===== src/rtl/rs_pkg.sv =====
// Shared types for the reservation-station issue path:
// opcodes, FU classes and the issue FSM state.
package rs_pkg;

  localparam int RS_SIZE_DEF = 5;

  localparam logic [2:0] OP_ALU = 3'b001;
  localparam logic [2:0] OP_LD  = 3'b010;
  localparam logic [2:0] OP_ST  = 3'b011;
  localparam logic [2:0] OP_FP  = 3'b100;

  typedef enum logic [1:0] {
    FC_ALU  = 2'd0,
    FC_MEM  = 2'd1,
    FC_FP   = 2'd2,
    FC_NONE = 2'd3
  } fu_class_e;

  typedef enum logic {
    ST_IDLE,
    ST_PEND
  } iss_state_e;

  function automatic fu_class_e op_to_class(
    input logic [2:0] op
  );
    fu_class_e c;
    c = FC_NONE;
    unique case (1'b1)
      (op == OP_ALU): c = FC_ALU;
      (op == OP_LD):  c = FC_MEM;
      (op == OP_ST):  c = FC_MEM;
      (op == OP_FP):  c = FC_FP;
      default:        c = FC_NONE;
    endcase
    return c;
  endfunction

endpackage


===== src/rtl/rs_issue_sched_if.sv =====
// RS-to-execute issue bundle: entry status in,
// per-class valid/ready issue and entry clear out.
interface rs_issue_sched_if
  import rs_pkg::*;
#(
  parameter int RS_SIZE = RS_SIZE_DEF,
  parameter int IDX_W   = $clog2(RS_SIZE),
  parameter int N_FU    = 3
);

  logic [RS_SIZE-1:0]           entry_busy;
  logic [RS_SIZE-1:0][2:0]      entry_opcode;
  logic [RS_SIZE-1:0]           entry_rdy;
  logic [N_FU-1:0]              fu_ready;
  logic [N_FU-1:0]              issue_valid;
  logic [N_FU-1:0][IDX_W-1:0]   issue_idx;
  logic [RS_SIZE-1:0]           entry_clear;

  modport master (
    input  entry_busy,
    input  entry_opcode,
    input  entry_rdy,
    input  fu_ready,
    output issue_valid,
    output issue_idx,
    output entry_clear
  );

  modport slave (
    output entry_busy,
    output entry_opcode,
    output entry_rdy,
    output fu_ready,
    input  issue_valid,
    input  issue_idx,
    input  entry_clear
  );

endinterface


===== src/rtl/rs_rr_picker.sv =====
// Rotating-priority picker: first request at or after
// start (wrapping) wins; one-hot grant plus its index.
module rs_rr_picker #(
  parameter int N = 5,
  parameter int W = $clog2(N)
) (
  input  logic [N-1:0] req,
  input  logic [W-1:0] start,
  output logic [N-1:0] gnt,
  output logic [W-1:0] idx
);

  always_comb begin
    int  j;
    logic found;
    j     = 0;
    found = 1'b0;
    gnt   = '0;
    idx   = '0;
    for (int i = 0; i < N; i++) begin
      j = int'(start) + i;
      if (j >= N) j = j - N;
      if (!found && req[j]) begin
        found  = 1'b1;
        gnt[j] = 1'b1;
        idx    = W'(j);
      end
    end
  end

endmodule


===== src/rtl/rs_issue_sched.sv =====
// Per-class RS issue scheduler (ALU/MEM/FP).
// Define RS_AGE_PRIO_EN for oldest-first selection.
module rs_issue_sched
  import rs_pkg::*;
#(
  parameter int RS_SIZE = RS_SIZE_DEF,
  parameter int IDX_W   = $clog2(RS_SIZE),
  parameter int N_FU    = 3
) (
  input logic              clock,
  input logic              reset,
  input logic              flush,
  rs_issue_sched_if.master bus
);

  typedef logic [RS_SIZE-1:0] vec_t;

  function automatic vec_t onehot(
    input logic [IDX_W-1:0] i
  );
    return vec_t'(1) << i;
  endfunction

  iss_state_e       state_q [N_FU];
  iss_state_e       state_d [N_FU];
  logic [IDX_W-1:0] idx_q   [N_FU];
  logic [IDX_W-1:0] idx_d   [N_FU];

  logic [N_FU-1:0]  pend;
  logic [N_FU-1:0]  alive;
  logic [N_FU-1:0]  hs;
  vec_t             held;
  vec_t             clr;
  vec_t             cand     [N_FU];
  vec_t             gnt      [N_FU];
  logic [IDX_W-1:0] pick_idx [N_FU];
  logic [N_FU-1:0]  pick_any;

  // reset and flush both veto the handshake, so no clear escapes
  always_comb begin
    held = '0;
    clr  = '0;
    for (int k = 0; k < N_FU; k++) begin
      pend[k]  = (state_q[k] == ST_PEND);
      alive[k] = pend[k] & bus.entry_busy[idx_q[k]];
      hs[k]    = alive[k] & bus.fu_ready[k]
                 & ~flush & ~reset;
      if (pend[k]) held = held | onehot(idx_q[k]);
      if (hs[k])   clr  = clr  | onehot(idx_q[k]);
    end
  end

  assign bus.entry_clear = clr;
  assign bus.issue_valid = pend;

  always_comb begin
    bus.issue_idx = '0;
    for (int k = 0; k < N_FU; k++)
      bus.issue_idx[k] = idx_q[k];
  end

  always_comb begin
    for (int k = 0; k < N_FU; k++) begin
      cand[k] = '0;
      for (int i = 0; i < RS_SIZE; i++)
        cand[k][i] = bus.entry_busy[i]
          & bus.entry_rdy[i] & ~held[i]
          & (op_to_class(bus.entry_opcode[i])
             == fu_class_e'(k[1:0]));
    end
  end

  always_comb begin
    for (int k = 0; k < N_FU; k++)
      pick_any[k] = |gnt[k];
  end

`ifdef RS_AGE_PRIO_EN
  logic [2:0] age_q [RS_SIZE];
  vec_t       busy_q;

  always_ff @(posedge clock) begin
    if (reset) begin
      busy_q <= '0;
      for (int i = 0; i < RS_SIZE; i++)
        age_q[i] <= '0;
    end else begin
      busy_q <= bus.entry_busy;
      for (int i = 0; i < RS_SIZE; i++) begin
        if (bus.entry_busy[i] && !busy_q[i])
          age_q[i] <= '0;
        else if (bus.entry_busy[i] && age_q[i] != 3'd7)
          age_q[i] <= age_q[i] + 3'd1;
      end
    end
  end

  // strict > keeps the lowest index on equal age
  always_comb begin
    logic [2:0] best;
    logic       found;
    best  = '0;
    found = 1'b0;
    for (int k = 0; k < N_FU; k++) begin
      gnt[k]      = '0;
      pick_idx[k] = '0;
      best        = '0;
      found       = 1'b0;
      for (int i = 0; i < RS_SIZE; i++) begin
        if (cand[k][i] && (!found || age_q[i] > best)) begin
          found       = 1'b1;
          best        = age_q[i];
          pick_idx[k] = IDX_W'(i);
          gnt[k]      = vec_t'(1) << i;
        end
      end
    end
  end
`else
  logic [IDX_W-1:0] ptr_q [N_FU];
  logic [IDX_W-1:0] ptr_d [N_FU];
  logic [IDX_W-1:0] start [N_FU];

  // a handshaking class searches from just past the accepted entry
  always_comb begin
    for (int k = 0; k < N_FU; k++) begin
      ptr_d[k] = ptr_q[k];
      if (hs[k])
        ptr_d[k] = (idx_q[k] == IDX_W'(RS_SIZE - 1))
                   ? '0 : idx_q[k] + 1'b1;
      start[k] = ptr_d[k];
    end
  end

  for (genvar k = 0; k < N_FU; k++) begin : g_pick
    rs_rr_picker #(
      .N (RS_SIZE),
      .W (IDX_W)
    ) u_pick (
      .req   (cand[k]),
      .start (start[k]),
      .gnt   (gnt[k]),
      .idx   (pick_idx[k])
    );
  end

  always_ff @(posedge clock) begin
    for (int k = 0; k < N_FU; k++) begin
      if (reset) ptr_q[k] <= '0;
      else       ptr_q[k] <= ptr_d[k];
    end
  end
`endif

  always_comb begin
    for (int k = 0; k < N_FU; k++) begin
      state_d[k] = state_q[k];
      idx_d[k]   = idx_q[k];
      if (flush) begin
        state_d[k] = ST_IDLE;
      end else if (pend[k] && !alive[k]) begin
        state_d[k] = ST_IDLE;
      end else if (!pend[k] || hs[k]) begin
        if (pick_any[k]) begin
          state_d[k] = ST_PEND;
          idx_d[k]   = pick_idx[k];
        end else begin
          state_d[k] = ST_IDLE;
        end
      end
    end
  end

  always_ff @(posedge clock) begin
    for (int k = 0; k < N_FU; k++) begin
      if (reset) begin
        state_q[k] <= ST_IDLE;
        idx_q[k]   <= '0;
      end else begin
        state_q[k] <= state_d[k];
        idx_q[k]   <= idx_d[k];
      end
    end
  end

endmodule


===== src/flat_wrapper.sv =====
// flat-port wrapper written by rule: the top's interface ports become plain ports
module rs_issue_sched_flat import rs_pkg::*;
#(
  parameter int RS_SIZE = RS_SIZE_DEF,
  parameter int IDX_W   = $clog2(RS_SIZE),
  parameter int N_FU    = 3
)
  (clock, reset, flush, bus_entry_busy, bus_entry_opcode, bus_entry_rdy, bus_fu_ready, bus_issue_valid, bus_issue_idx, bus_entry_clear);
  rs_issue_sched_if #(.RS_SIZE(RS_SIZE), .IDX_W(IDX_W), .N_FU(N_FU)) bus_i ();
  input logic clock;
  input logic reset;
  input logic flush;
  input wire logic [$bits(bus_i.entry_busy)-1:0] bus_entry_busy;
  input wire logic [$bits(bus_i.entry_opcode)-1:0] bus_entry_opcode;
  input wire logic [$bits(bus_i.entry_rdy)-1:0] bus_entry_rdy;
  input wire logic [$bits(bus_i.fu_ready)-1:0] bus_fu_ready;
  output wire logic [$bits(bus_i.issue_valid)-1:0] bus_issue_valid;
  output wire logic [$bits(bus_i.issue_idx)-1:0] bus_issue_idx;
  output wire logic [$bits(bus_i.entry_clear)-1:0] bus_entry_clear;
  assign bus_i.entry_busy = bus_entry_busy;
  assign bus_i.entry_opcode = bus_entry_opcode;
  assign bus_i.entry_rdy = bus_entry_rdy;
  assign bus_i.fu_ready = bus_fu_ready;
  assign bus_issue_valid = bus_i.issue_valid;
  assign bus_issue_idx = bus_i.issue_idx;
  assign bus_entry_clear = bus_i.entry_clear;
  rs_issue_sched #(.RS_SIZE(RS_SIZE), .IDX_W(IDX_W), .N_FU(N_FU)) u_core (.clock(clock), .reset(reset), .flush(flush), .bus(bus_i));
endmodule

===== config.mk =====
export PLATFORM = sky130hd
export DESIGN_NAME = rs_issue_sched_flat
export DESIGN_NICKNAME = d
export VERILOG_FILES = /design/src/rtl/rs_pkg.sv /design/src/rtl/rs_issue_sched_if.sv /design/src/rtl/rs_rr_picker.sv /design/src/rtl/rs_issue_sched.sv /design/src/flat_wrapper.sv
export SDC_FILE = /design/constraint.sdc
export NUM_CORES = 1
export LEC_CHECK = 0
export CORE_ASPECT_RATIO = 0.8
export CORE_UTILIZATION = 50
export CTS_CLUSTER_DIAMETER = 200
export DETAILED_ROUTE_END_ITERATION = 10
export GPL_ROUTABILITY_DRIVEN = 1
export PLACE_DENSITY_LB_ADDON = 0.12
export SLEW_MARGIN = 20
export SYNTH_ARGS = -nofsm -noshare
export SYNTH_HDL_FRONTEND = slang
export SYNTH_SLANG_ARGS = --single-unit

===== constraint.sdc =====
create_clock -name clock -period 4.85 [get_ports clock]
set_input_delay 0.485 -clock clock [delete_from_list [all_inputs] [get_ports clock]]
set_output_delay 0.485 -clock clock [all_outputs]
set_load 0.02 [all_outputs]

==> flow_summary.ini <==
[drt]
vias = 9150
wirelength_um = 28300
antenna_left = 0
drt-initial-drc-count = 1198
drc_errors = 0
avgViaCountPerCell = 6.57
wl_per_cell_um = 20.4
dr.pass1.iters = 7

[floorplanning]
core_mm2 = 0.0130
dieArea_mm2 = 0.0139
io_pins = 48
rows = 37
die_x_um = 132
initial_utilization_pct = 51.7
fp.dieH_um = 106

[power_and_ir_drop]
ir_drop_mv = 0.115
leakage_nw = 4.12
cellPowerDensity_mw_per_mm2 = 82.1
p_total_uw = 794

[finish]
syn_to_final_growth_pct = 43.7
nFillCells = 1068
drive_gt1_share_pct = 33.4
nets = 1303
num_antenna_cells = 0

[min_path]
whs_path_depth = 2
whs_endpoint = u_core.idx_q[1][0]
min_from = u_core.idx_q[1][0]
hold_path.class = register to register

[clock_network]
cts_buffers = 3
cts.clk_slew.worst_paths_ns = 0.07
clockRootBuffer = clkbuf_16
ctsHoldBuffers = 0
clock_path_buffers = 2
cts_max_level = 1
clock_sinks = 21
insertion_delay_ns = 0.26
cts_tree = done

[sta]
period_minus_slack_ns = 4.67
setup_viol = 0
slew_viol_final = 0
worst_pin_slew_ns = 0.832
finalCritPeriodShare_pct = 96.3
skew_ns = 0.00198
slew_headroom_pct = 43.8
fin_ws_ns = 0.179
max_freq_ghz = 0.214
finalHoldViolCount = 0

[yosys]
synth_flop_cell = dfxtp_1
syn_nets = 1033
yosysTopAreaCellShare_pct = 9.49
synth_area_mm2 = 0.00673
synth-edff-count = 0
async_reset_ff_share_pct = 0
syn_area_per_cell_um2 = 7.10
synthCells = 948
synthTopCellsByArea = ha_1 (9.5%), dfxtp_1 (6.3%), nand2_1 (4.7%)
synthTopCellsByCount = nand2_1 (85), nor2_1 (74), a21oi_1 (56)
synth_top_area_cell = ha_1
yosys_warnings = 0
yosysMostFrequentCell = nand2_1
synth-seq-area-share_pct = 6.25
synth_seq_cells = 21
ys_types = 110

[grt]
grt_max_degree = 22
grt_pass1_wl_um = 43600
antenna_found_initial = 0
first_global_vias = 8102
gr-total-overflow = 0
grt_usage_pct = 39.4

[flow_run]
drv_cap = 0

[worst_setup_path]
cp_num_buf_inv = 10
worstSetupEndpointType = register
crit_fanout = 4
arrival_ns = 4.84
r2r_cells = 18
worstReg2RegStart = u_core.idx_q[2][1]
crit_top_cell = buf_4
criticalPathCategory = input port to register
max_stage_delay_ns = 0.65
cp_cell_sequence = clkdlybuf4s50_1 -> buf_4 -> nand4bb_2 -> buf_4 -> nor2_1 -> inv_1 -> nor2_1 -> nor2_2 -> inv_1 -> ha_1 -> inv_1 -> buf_4 -> nand4_1 -> buf_4 -> nor2_1 -> a2111oi_0 -> a2111oi_2 -> buf_4 -> a211oi_1 -> nand4b_1 -> nor3_1 -> buf_4 -> nor2_1 -> a221oi_1
crit_family = buffers and inverters
reg2reg_slack_ns = 0.21
critical_path_required_ns = 5.02
crit_path_start = bus_fu_ready[0]
crit_path_top_delay_cell = a2111oi_0
critPathLaunchType = input port
regToRegEndpoint = u_core.idx_q[2][1]

[status]
status = finished, final reports clean

[place]
port-buffer-count = 47
place_ws_ns = -0.333
routabilityCongestion = 1.06
dp_hpwl_um = 22700
[layout make-up]
type / instances / area [um2] / area share (%)
multi-input combinational: 820 / 6200 / 64.1
clock buffer: 3 / 75.1 / 0.776
clock inverter: 1 / 5.00 / 0.0518
sequential: 21 / 433 / 4.48
tap: 175 / 219 / 2.26
timing repair buffer: 320 / 2540 / 26.3
inverter: 52 / 198 / 2.04
[registers in the layout, summed over array words and instances (netlist names)]
| name | flops |
|---|---|
| u_core.ptr_q | 9 |
| u_core.idx_q | 9 |
| u_core.state_q | 3 |
[how the worst max path moves through the flow]
stage | end | slack [ns] | depth (start not counted)
after floorplan | u_core.idx_q[2][1] | -0.02 | 22
after global placement | u_core.idx_q[2][1] | -0.30 | 21
after detailed placement | u_core.idx_q[2][1] | -0.33 | 20
after CTS | u_core.idx_q[2][2] | -0.01 | 19
after global routing | u_core.idx_q[0][2] | -0.06 | 21
final | u_core.state_q[0] | 0.18 | 24
[placed cells by master, fill, tap and decap left out, types with 9 or more instances in the layout]
cell type          n
a211oi_1          19
a21o_1             9
a21oi_1           53
a31oi_1           15
and3_1             9
buf_4            272
clkdlybuf4s50_1   39
dfxtp_1           15
ha_1              46
inv_1             43
mux2i_1           25
nand2_1           83
nand2b_1          12
nand3_1           35
nand3b_1          17
nand4_1           11
nor2_1            69
nor3_1            31
nor4_1            10
o211ai_1          24
o21ai_0           40
o31ai_1           12
or2_2             10
or3_1             12
[metal layers]
layer	track usage (%)	up-vias	share of wire [%]
met2	57.4	555	40
met3	12.3	70	13
met5	0	-	0
met1	56.6	4291	44
met4	6.73	0	2.2
li1	-	4234	-
[through the flow]
step                util (%)  TNS, ns  instances  hold slack, ns  instance area (um2)
floorplan                  -  -0.0216        948           0.572                 6950
global placement        71.9    -2.39       1384           0.521                 9350
detailed placement      71.9    -3.22       1384           0.518                 9350
CTS                     72.8  -0.0170       1388           0.544                 9470
global route            74.3   -0.212       1392           0.568                 9670
finish                  74.3        0       1392           0.550                 9670
[power breakdown]
| part | leakage [nW] | total, mW | switching, mW | internal, mW |
|---|---|---|---|---|
| clock | 0.0409 | 0.190 | 0.0785 | 0.111 |
| sequential | 0.173 | 0.191 | 0.0131 | 0.178 |
| combinational | 3.91 | 0.413 | 0.221 | 0.192 |
[cells by family (layout without fill, tap and decap cells)]
logic type,Yosys count,after routing,synth area share (%)
XOR/XNOR,5,5,0.651
multiplexers,39,39,6.55
AND/OR/NAND/NOR,389,389,32.0
AO/OA/AOI/OAI,333,333,37.2
flip-flops,21,21,6.25
adder cells (fa/ha/maj),54,54,10.4
buffers and inverters,107,376,6.96
[worst register-to-register path, cell delays in order, from the launching register on]
cell and delay, ns:
dfxtp_4 0.44, mux2i_4 0.31, o221ai_4 0.15, nand2_4 0.10
mux2i_4 0.33, ha_4 0.23, ha_4 0.22, nor2_2 0.12
nor3_1 0.06, mux2_1 0.32, or4_4 0.58, nor2b_1 0.16
o41a_1 0.38, o21ai_2 0.16, mux2i_1 0.20, and2b_2 0.27
a2bb2oi_4 0.22, mux2i_1 0.20, nor2b_2 0.14
[repair_timing]
action / CTS / global route
pin swaps: 1 / 6
buffers inserted: 0 / 4
setup endpoints to repair: 8 / 12
gates resized for setup: 9 / 43
(Power assumes the default switching activity.)
